`src/rtl/rr_arb_mux_pkg.sv`:
```
// Shared definitions for the round-robin arbitrating mux and its priority picker.
package rr_arb_mux_pkg;

    // Channel index width; a single channel still needs a 1-bit index.
    function automatic int idx_width(input int n);
        return (n > 1) ? $clog2(n) : 1;
    endfunction

    typedef enum logic {
        UNLOCKED = 1'b0,
        LOCKED   = 1'b1
    } lock_state_t;

endpackage

```
`src/rtl/rr_arb_mux_pick.sv`:
```
// Combinational rotate-priority encoder: the first request at or after ptr wins, with
// the search wrapping modulo N_IN.
module rr_pick
    import rr_arb_mux_pkg::*;
#(
    parameter int N_IN  = 4,
    parameter int IDX_W = idx_width(N_IN)
) (
    input  logic [N_IN-1:0]  req,
    input  logic [IDX_W-1:0] ptr,
    output logic [N_IN-1:0]  gnt_onehot,
    output logic [IDX_W-1:0] gnt_idx,
    output logic             any
);

    // Walk offsets from farthest to nearest so the nearest request overwrites the rest.
    always_comb begin
        gnt_idx = '0;
        any     = 1'b0;
        for (int i = N_IN - 1; i >= 0; i--) begin
            int j;
            j = int'(ptr) + i;
            if (j >= N_IN) begin
                j = j - N_IN;
            end
            if (req[j]) begin
                gnt_idx = IDX_W'(j);
                any     = 1'b1;
            end
        end
    end

    generate
        for (genvar gi = 0; gi < N_IN; gi++) begin : g_onehot
            assign gnt_onehot[gi] = any && (gnt_idx == IDX_W'(gi));
        end
    endgenerate

endmodule

```
`src/rtl/rr_arb_mux.sv`:
```
// N-input round-robin arbitrating mux with one registered output beat and valid/ready
// on every port. Optional grant locking is enabled by defining RR_ARB_MUX_LOCK_EN.
module rr_arb_mux
    import rr_arb_mux_pkg::*;
#(
    parameter int N_IN = 4,
    parameter int W    = 32,
    localparam int IDX_W = idx_width(N_IN)
) (
    input  logic              clk,
    input  logic              rst,
    input  logic [N_IN-1:0]   in_valid,
    input  logic [N_IN*W-1:0] in_data,
`ifdef RR_ARB_MUX_LOCK_EN
    input  logic [N_IN-1:0]   in_lock,
`endif
    output logic [N_IN-1:0]   in_ready,
    output logic              out_valid,
    output logic [W-1:0]      out_data,
    output logic [IDX_W-1:0]  out_sel,
    input  logic              out_ready
);

    logic             out_valid_reg;
    logic [W-1:0]     out_data_reg;
    logic [IDX_W-1:0] out_sel_reg;
    logic [IDX_W-1:0] rr_ptr_reg;

    logic [N_IN-1:0]  req;
    logic [N_IN-1:0]  gnt_onehot;
    logic [IDX_W-1:0] gnt_idx;
    logic             any;
    logic             load_en;
    logic [IDX_W-1:0] ptr_next;
    logic [W-1:0]     sel_data;
    logic [W-1:0]     ch_data [N_IN];

    generate
        for (genvar gi = 0; gi < N_IN; gi++) begin : g_split
            assign ch_data[gi] = in_data[gi*W +: W];
        end
    endgenerate

`ifdef RR_ARB_MUX_LOCK_EN
    lock_state_t      state_reg;
    logic [IDX_W-1:0] lock_ch_reg;
    logic [N_IN-1:0]  lock_mask;
    logic             lock_hit;

    generate
        for (genvar gi = 0; gi < N_IN; gi++) begin : g_lock_mask
            assign lock_mask[gi] = (lock_ch_reg == IDX_W'(gi));
        end
    endgenerate

    // While locked only the owning channel may compete.
    assign req      = (state_reg == LOCKED) ? (in_valid & lock_mask) : in_valid;
    assign lock_hit = |(in_lock & gnt_onehot);
`else
    assign req = in_valid;
`endif

    rr_pick #(
        .N_IN  (N_IN),
        .IDX_W (IDX_W)
    ) u_pick (
        .req        (req),
        .ptr        (rr_ptr_reg),
        .gnt_onehot (gnt_onehot),
        .gnt_idx    (gnt_idx),
        .any        (any)
    );

    assign load_en  = !out_valid_reg || out_ready;
    assign in_ready = (load_en && !rst) ? gnt_onehot : '0;
    assign ptr_next = (gnt_idx == IDX_W'(N_IN - 1)) ? '0 : gnt_idx + IDX_W'(1);

    always_comb begin
        sel_data = '0;
        for (int k = 0; k < N_IN; k++) begin
            if (gnt_onehot[k]) begin
                sel_data = sel_data | ch_data[k];
            end
        end
    end

    always_ff @(posedge clk) begin
        if (rst) begin
            out_valid_reg <= 1'b0;
            out_data_reg  <= '0;
            out_sel_reg   <= '0;
            rr_ptr_reg    <= '0;
`ifdef RR_ARB_MUX_LOCK_EN
            state_reg     <= UNLOCKED;
            lock_ch_reg   <= '0;
`endif
        end else if (load_en) begin
            out_valid_reg <= any;
            if (any) begin
                out_data_reg <= sel_data;
                out_sel_reg  <= gnt_idx;
`ifdef RR_ARB_MUX_LOCK_EN
                // A locking beat pins the grant and freezes the pointer; the first
                // unlocked beat from the owner releases and advances past it.
                if (lock_hit) begin
                    state_reg   <= LOCKED;
                    lock_ch_reg <= gnt_idx;
                end else begin
                    state_reg   <= UNLOCKED;
                    rr_ptr_reg  <= ptr_next;
                end
`else
                rr_ptr_reg   <= ptr_next;
`endif
            end
        end
    end

    assign out_valid = out_valid_reg;
    assign out_data  = out_data_reg;
    assign out_sel   = out_sel_reg;

endmodule

```
`config.mk`:
```
export PLATFORM = sky130hd
export DESIGN_NAME = rr_arb_mux
export DESIGN_NICKNAME = d
export VERILOG_FILES = /design/src/rtl/rr_arb_mux_pkg.sv /design/src/rtl/rr_arb_mux_pick.sv /design/src/rtl/rr_arb_mux.sv
export SDC_FILE = /design/constraint.sdc
export NUM_CORES = 1
export LEC_CHECK = 0
export ABC_AREA = 1
export BUFFER_PORTS_ARGS = -buffer_cell sky130_fd_sc_hd__buf_2
export CAP_MARGIN = 15
export CORE_MARGIN = 2
export CORE_UTILIZATION = 32
export DETAILED_ROUTE_END_ITERATION = 7
export GPL_TIMING_DRIVEN = 0
export SKIP_CTS_REPAIR_TIMING = 1
export SYNTH_ARGS = -nofsm -noshare
export SYNTH_HDL_FRONTEND = slang
export SYNTH_SLANG_ARGS = --single-unit
```
`constraint.sdc`:
```
create_clock -name clk -period 2.95 [get_ports clk]
set_input_delay 0.59 -clock clk [delete_from_list [all_inputs] [get_ports clk]]
set_output_delay 0.59 -clock clk [all_outputs]
set_load 0.02 [all_outputs]
```
# Yosys cells after proc, flatten, opt, wreduce, memory -nomap -nowiden
# Index checks and enable logic that the tools add are counted.
# word_totals
ramBits	0
memories	0
in_bits	135
latchBits	0
out_inout_bits	39
ff_bits	37
wordCells	66
rom_bits	0
# classes
shift	0
bitwise	3
n_mux	30
n_eq_ne	3
n_reduce_logical	10
div	0
addsub	8
mul	0
order_cmp	8
# ops
operator	n
32-bit 2-to-1 mux	8
32-bit by 4-bit < comparator with 1-bit output, second input constant	4
32-bit by 4-bit greater-or-equal comparator with 1-bit output, second input constant	3
32-bit bitwise OR	3
32-bit by 4-bit subtractor with 32-bit output, second input constant	3
1-bit 2-to-1 mux	12
2-bit 2-to-1 mux	5
1-bit binary-select mux with 2-bit select	4
2-bit by 2-bit adder with 3-bit output, second input constant	2
1-bit logical AND	5
2-bit equality test, second input constant	2
4-bit 2-to-1 mux	1
2-bit by 3-bit subtractor with 4-bit output, second input constant	1
2-bit by 1-bit adder with 3-bit output, second input constant	1
2-bit by 3-bit greater-or-equal comparator with 1-bit output, second input constant	1
2-bit by 1-bit adder with 2-bit output, second input constant	1
2-bit by 1-bit equality test with 1-bit output, second input constant	1
1-bit zero test	2
2-bit zero test	1
2-bit AND reduction	1
1-bit logical OR	1

# Depth between registers and ports, before layout
# logic_depth
depth_word	19
depth_mapped	18
depth_no_buf	16

# Hierarchy
# A second synthesis with hierarchy kept.
# hier_totals
cells_unflattened	595
hier_area_um2	3074.2
# by_module_without_submodules
mod	seq_area_each_um2	area_per_inst_um2	n_inst	cells_per_inst
rr_arb_mux	740.7	2832.7	1	540
rr_pick	0.0	241.5	1	55

# Worst setup path after synthesis
# Ideal clock, no wire load.
# synth_path
path_type	input to output
from	input in_valid[3]
to	output in_ready[0]
stages	13
arrival_ps	2410
t_required_ps	2360
path_slack_ps	-50
path_buffers	2
cell_sequence	inv_1 > o21ai_1 > nand2_1 > nand3_1 > nand2_1 > nand2_1 > nand2_1 > inv_1 > ha_1 > clkbuf_1 > clkbuf_1 > nand2_1 > nor2_1
# synth_between
elab_chain_len	10
word_cells_on_any_way	23
cone_classes	mux (21); reduce/logical (2)
# synth_lines
item	line_no	rtl
from (decl)	rr_arb_mux.sv:12	input logic [N_IN-1:0] in_valid,
1-bit binary-select mux with 2-bit select	rr_arb_mux_pick.sv:26	if (req[j]) begin
1-bit 2-to-1 mux (implied by the code) (2 in series)	rr_arb_mux_pick.sv:26	
2-bit 2-to-1 mux (3 in series)	rr_arb_mux_pick.sv:26	
2-bit 2-to-1 mux *	rr_arb_mux_pick.sv:26	
net gnt_idx[0]	rr_arb_mux.sv:31	logic [IDX_W-1:0] gnt_idx;
2-bit zero test *	rr_arb_mux_pick.sv:35	assign gnt_onehot[gi] = any && (gnt_idx == IDX_W'(gi));
1-bit logical AND *	rr_arb_mux_pick.sv:35	
4-bit 2-to-1 mux *	rr_arb_mux.sv:75	assign in_ready = (load_en && !rst) ? gnt_onehot : '0;
to (decl)	rr_arb_mux.sv:17	output logic [N_IN-1:0] in_ready,
# The timed path passes the listed nets; every way through them passes the cells marked *. The select of a mux whose other input is x is not followed.

# Worst setup path in the final report
# layout_path
from	register rr_ptr_reg[0]
to	output in_ready[0]
# layout_between
elab_chain_len	13
word_cells_on_any_way	38
cone_classes	add/sub (7); order compare (4); mux (25); reduce/logical (2)
# layout_lines
item	line_no	rtl
from (decl)	rr_arb_mux.sv:27	logic [IDX_W-1:0] rr_ptr_reg;
from (signal assigned)	rr_arb_mux.sv:113	rr_ptr_reg <= ptr_next;
2-bit by 2-bit adder with 3-bit output	rr_arb_mux_pick.sv:22	j = int'(ptr) + i;
32-bit by 4-bit subtractor with 32-bit output or 32-bit by 4-bit greater-or-equal comparator with 1-bit output (tied branches)	rr_arb_mux_pick.sv:24, rr_arb_mux_pick.sv:23	
32-bit 2-to-1 mux	rr_arb_mux_pick.sv:23	if (j >= N_IN) begin
1-bit binary-select mux with 2-bit select	rr_arb_mux_pick.sv:26	
1-bit 2-to-1 mux (implied by the code) (2 in series)	rr_arb_mux_pick.sv:26	
2-bit 2-to-1 mux (3 in series)	rr_arb_mux_pick.sv:26	
2-bit 2-to-1 mux *	rr_arb_mux_pick.sv:26	
net gnt_idx[0]	rr_arb_mux.sv:31	
2-bit zero test *	rr_arb_mux_pick.sv:35	
1-bit logical AND *	rr_arb_mux_pick.sv:35	
4-bit 2-to-1 mux *	rr_arb_mux.sv:75	
# Marked as above.

==> impl_metrics.yaml <==
status:
  status: "finished, final reports clean"
sta:
  hold_viol: 0
  setup_viol: 0
  drv_slew: 0
  finalCritPeriodShare_pct: 95.4
  skew_ns: 0.00195
  hold_ws_ns: 0.561
  layout_min_cycle_time_ns: 2.81
  max_freq_ghz: 0.355
  tightest_slew_ns: 0.511
  relSlewSlack_pct: 65.9
  worst_slack_ns: 0.136
detailed_routing:
  drcViolationCount: 0
  routed_wl_um: 9290
  drt-initial-drc-count: 92
  first_pass_iters: 4
  ant_nets: 0
  viasPerCell: 4.55
  wl_per_cell_um: 12.9
  vias: 3270
placement:
  hpwl_um: 7150
  place_congestion: 0.831
  place_ws_ns: -0.743
  portBuffers: 172
  dp_cells: 709
clock_tree:
  cts_tree: "built"
  htreeDepth: 2
  clkTransAtPathRegs_ns: 0.08
  clock_latency_ns: 0.29
  cts_buffers: 5
  clkSinkCount: 37
  clk_path_buf_depth: 2
  root_buffer: "clkbuf_8"
global_routing:
  antenna_found_initial: 0
  use_met1_pct: 23.9
  busiest_layer: "met2"
  grt_util_met2_pct: 33.2
  grt_max_degree: 12
  grt_pass1_vias: 2848
  gr-total-overflow: 0
  gr-usage-all-layers_pct: 19.3
  grt_pass1_wl_um: 13400
  grtUsageMet3_pct: 4.23
die:
  core_mm2: 0.00809
  dieHeight_um: 94.8
  rows: 33
  initial_core_util_pct: 32.6
  die-area_mm2: 0.00898
  io_pins: 174
  die_width_um: 94.8
yosys:
  synth_simple_gate_area_share_pct: 44.0
  synth_top_family_by_area: "simple AND/OR/NAND/NOR gates"
  syn_nets: 571
  synthAdderAreaFrac_pct: 1.90
  synth_xor_area_share_pct: 0.332
  yosysWarnings: 0
  netlist_instances: 432
  synth_area_per_cell_um2: 6.10
  synth.mux.area_fraction_pct: 0
  synth_cell_type_count: 25
  netlist_area_mm2: 0.00264
  synth-compound-area-share_pct: 11.9
  seq_area_frac_synth_pct: 28.1
  ys_seq_elements: 37
final_layout:
  final_net_count: 752
  drive_gt1_share_pct: 36.5
  area_growth_pct: 45.7
  final_cell_mix: "175 x buf_2, 115 x nand2_1, 103 x nor2_1, 46 x inv_1, 40 x nand3_1"
  fill_cells: 897
  final_common_cell: "buf_2"
  final-instance-count-excl-fill: 718
  largest_reg_flops: 32
  num_antenna_cells: 0
  post-route-util_pct: 47.4
power_and_ir_drop:
  power-per-cell-area_mw_per_mm2: 1270
  leakagePower_nw: 2.26
  vdd_ir_drop_max_mv: 0.514
  power_mw: 4.89
critical_path:
  arrival_ns: 2.22
  crit_fanout: 10
  critPathKind: "reg -> out"
  crit_top_cell: "nand2_1"
  critPathRequiredTime_ns: 2.36
  max_stage_delay_ns: 0.38
  r2r_start: "rr_ptr_reg[0]"
  setup.worst_path.start: "rr_ptr_reg[0]"
  cp_slowest_cell: "dfxtp_4"
  start_kind: "flip-flop"
  worstSetupEndpointType: "output port"
  crit_chain: "buf_8 > nand2_1 > o21ai_4 > nand2_1 > nand3_1 > nand2_1 > nand2_1 > nand2_2 > inv_2 > ha_4 > buf_8 > nand2_1 > nor2_2 > buf_2"
min_path:
  min_path_type: "reg -> reg"
  holdCritStartpoint: "out_data[0]"
job:
  maxCapViolations: 0
-- routing by layer --
| layer | vias to the layer above | wire, um |
|---|---|---|
| met5 | - | 0 |
| met4 | 0 | 137 |
| met3 | 8 | 558 |
| met2 | 114 | 4510 |
| met1 | 1445 | 4090 |
| li1 | 1703 | - |
-- worst paths after layout --
path                        to  depth (start not counted)  slack [ns]
setup / recovery   in_ready[0]                         14        0.14
hold / removal     out_data[0]                          4        0.56
hold reg to reg    out_data[0]                          4        0.56
setup reg to reg  out_data[20]                         18        0.46
-- report_power, final --
group / total [mW] / leakage (nW) / internal (mW) / switching, mW
Combinational: 3.55 / 1.90 / 1.44 / 2.11
Sequential: 0.904 / 0.308 / 0.766 / 0.138
Clock: 0.432 / 0.0540 / 0.246 / 0.186
Total: 4.89 / 2.26 / 2.46 / 2.43
-- worst max-delay path, delay by kind of cell, from the launching register on --
family                   cells  cell delay, ns
AND/OR/NAND/NOR              8            0.74
flip-flops                   1            0.38
buffers and inverters        4            0.55
AO/OA/AOI/OAI                1            0.10
adder cells (fa/ha/maj)      1            0.16
-- final cells by class --
cell class	instances	area, um2	area share (%)
Inverter	50	190	4.95
Sequential cell	37	744	19.4
Multi-Input combinational cell	320	1590	41.4
Timing Repair Buffer	176	891	23.2
Buffer	23	188	4.89
Tap cell	105	131	3.42
Clock buffer	5	68.8	1.79
Clock inverter	2	35.0	0.912
-- cell usage after synthesis --
| cell | instances | area (um2) |
|---|---|---|
| a21oi_1 | 2 | 10.0 |
| a22o_1 | 32 | 280 |
| buf_1 | 2 | 7.51 |
| buf_2 | 3 | 15.0 |
| buf_6 | 10 | 113 |
| clkbuf_1 | 10 | 37.5 |
| dfxtp_1 | 37 | 741 |
| ha_1 | 4 | 50.1 |
| inv_1 | 48 | 180 |
| inv_2 | 1 | 3.75 |
| inv_4 | 1 | 6.26 |
| nand2_1 | 116 | 435 |
| nand2_2 | 6 | 37.5 |
| nand2_4 | 1 | 11.3 |
| nand3_1 | 42 | 210 |
| nand3_2 | 2 | 20.0 |
| nor2_1 | 104 | 390 |
| nor2_2 | 1 | 6.26 |
| nor2_4 | 2 | 22.5 |
| nor3_1 | 2 | 10.0 |
| nor3_4 | 1 | 16.3 |
| o21ai_0 | 1 | 5.00 |
| o21ai_1 | 2 | 10.0 |
| o21ai_2 | 1 | 8.76 |
| xnor2_1 | 1 | 8.76 |
-- stage by stage --
| stage | TNS [ns] | cell area (um2) |
|---|---|---|
| 2_1_floorplan | 0 | 2640 |
| 3_3_place_gp | -4.23 | 3630 |
| 3_5_place_dp | -6.83 | 3630 |
| 4_1_cts | -1.44 | 3730 |
| 5_1_grt | -0.00896 | 3840 |
| 6_report | 0 | 3840 |
-- cells by family (layout without fill, tap and decap cells) --
family                   Yosys count  after routing
adder cells (fa/ha/maj)            4              4
XOR/XNOR                           1              1
flip-flops                        37             37
AO/OA/AOI/OAI                     38             38
AND/OR/NAND/NOR                  277            277
buffers and inverters             75            256
(Power assumes the default switching activity.)
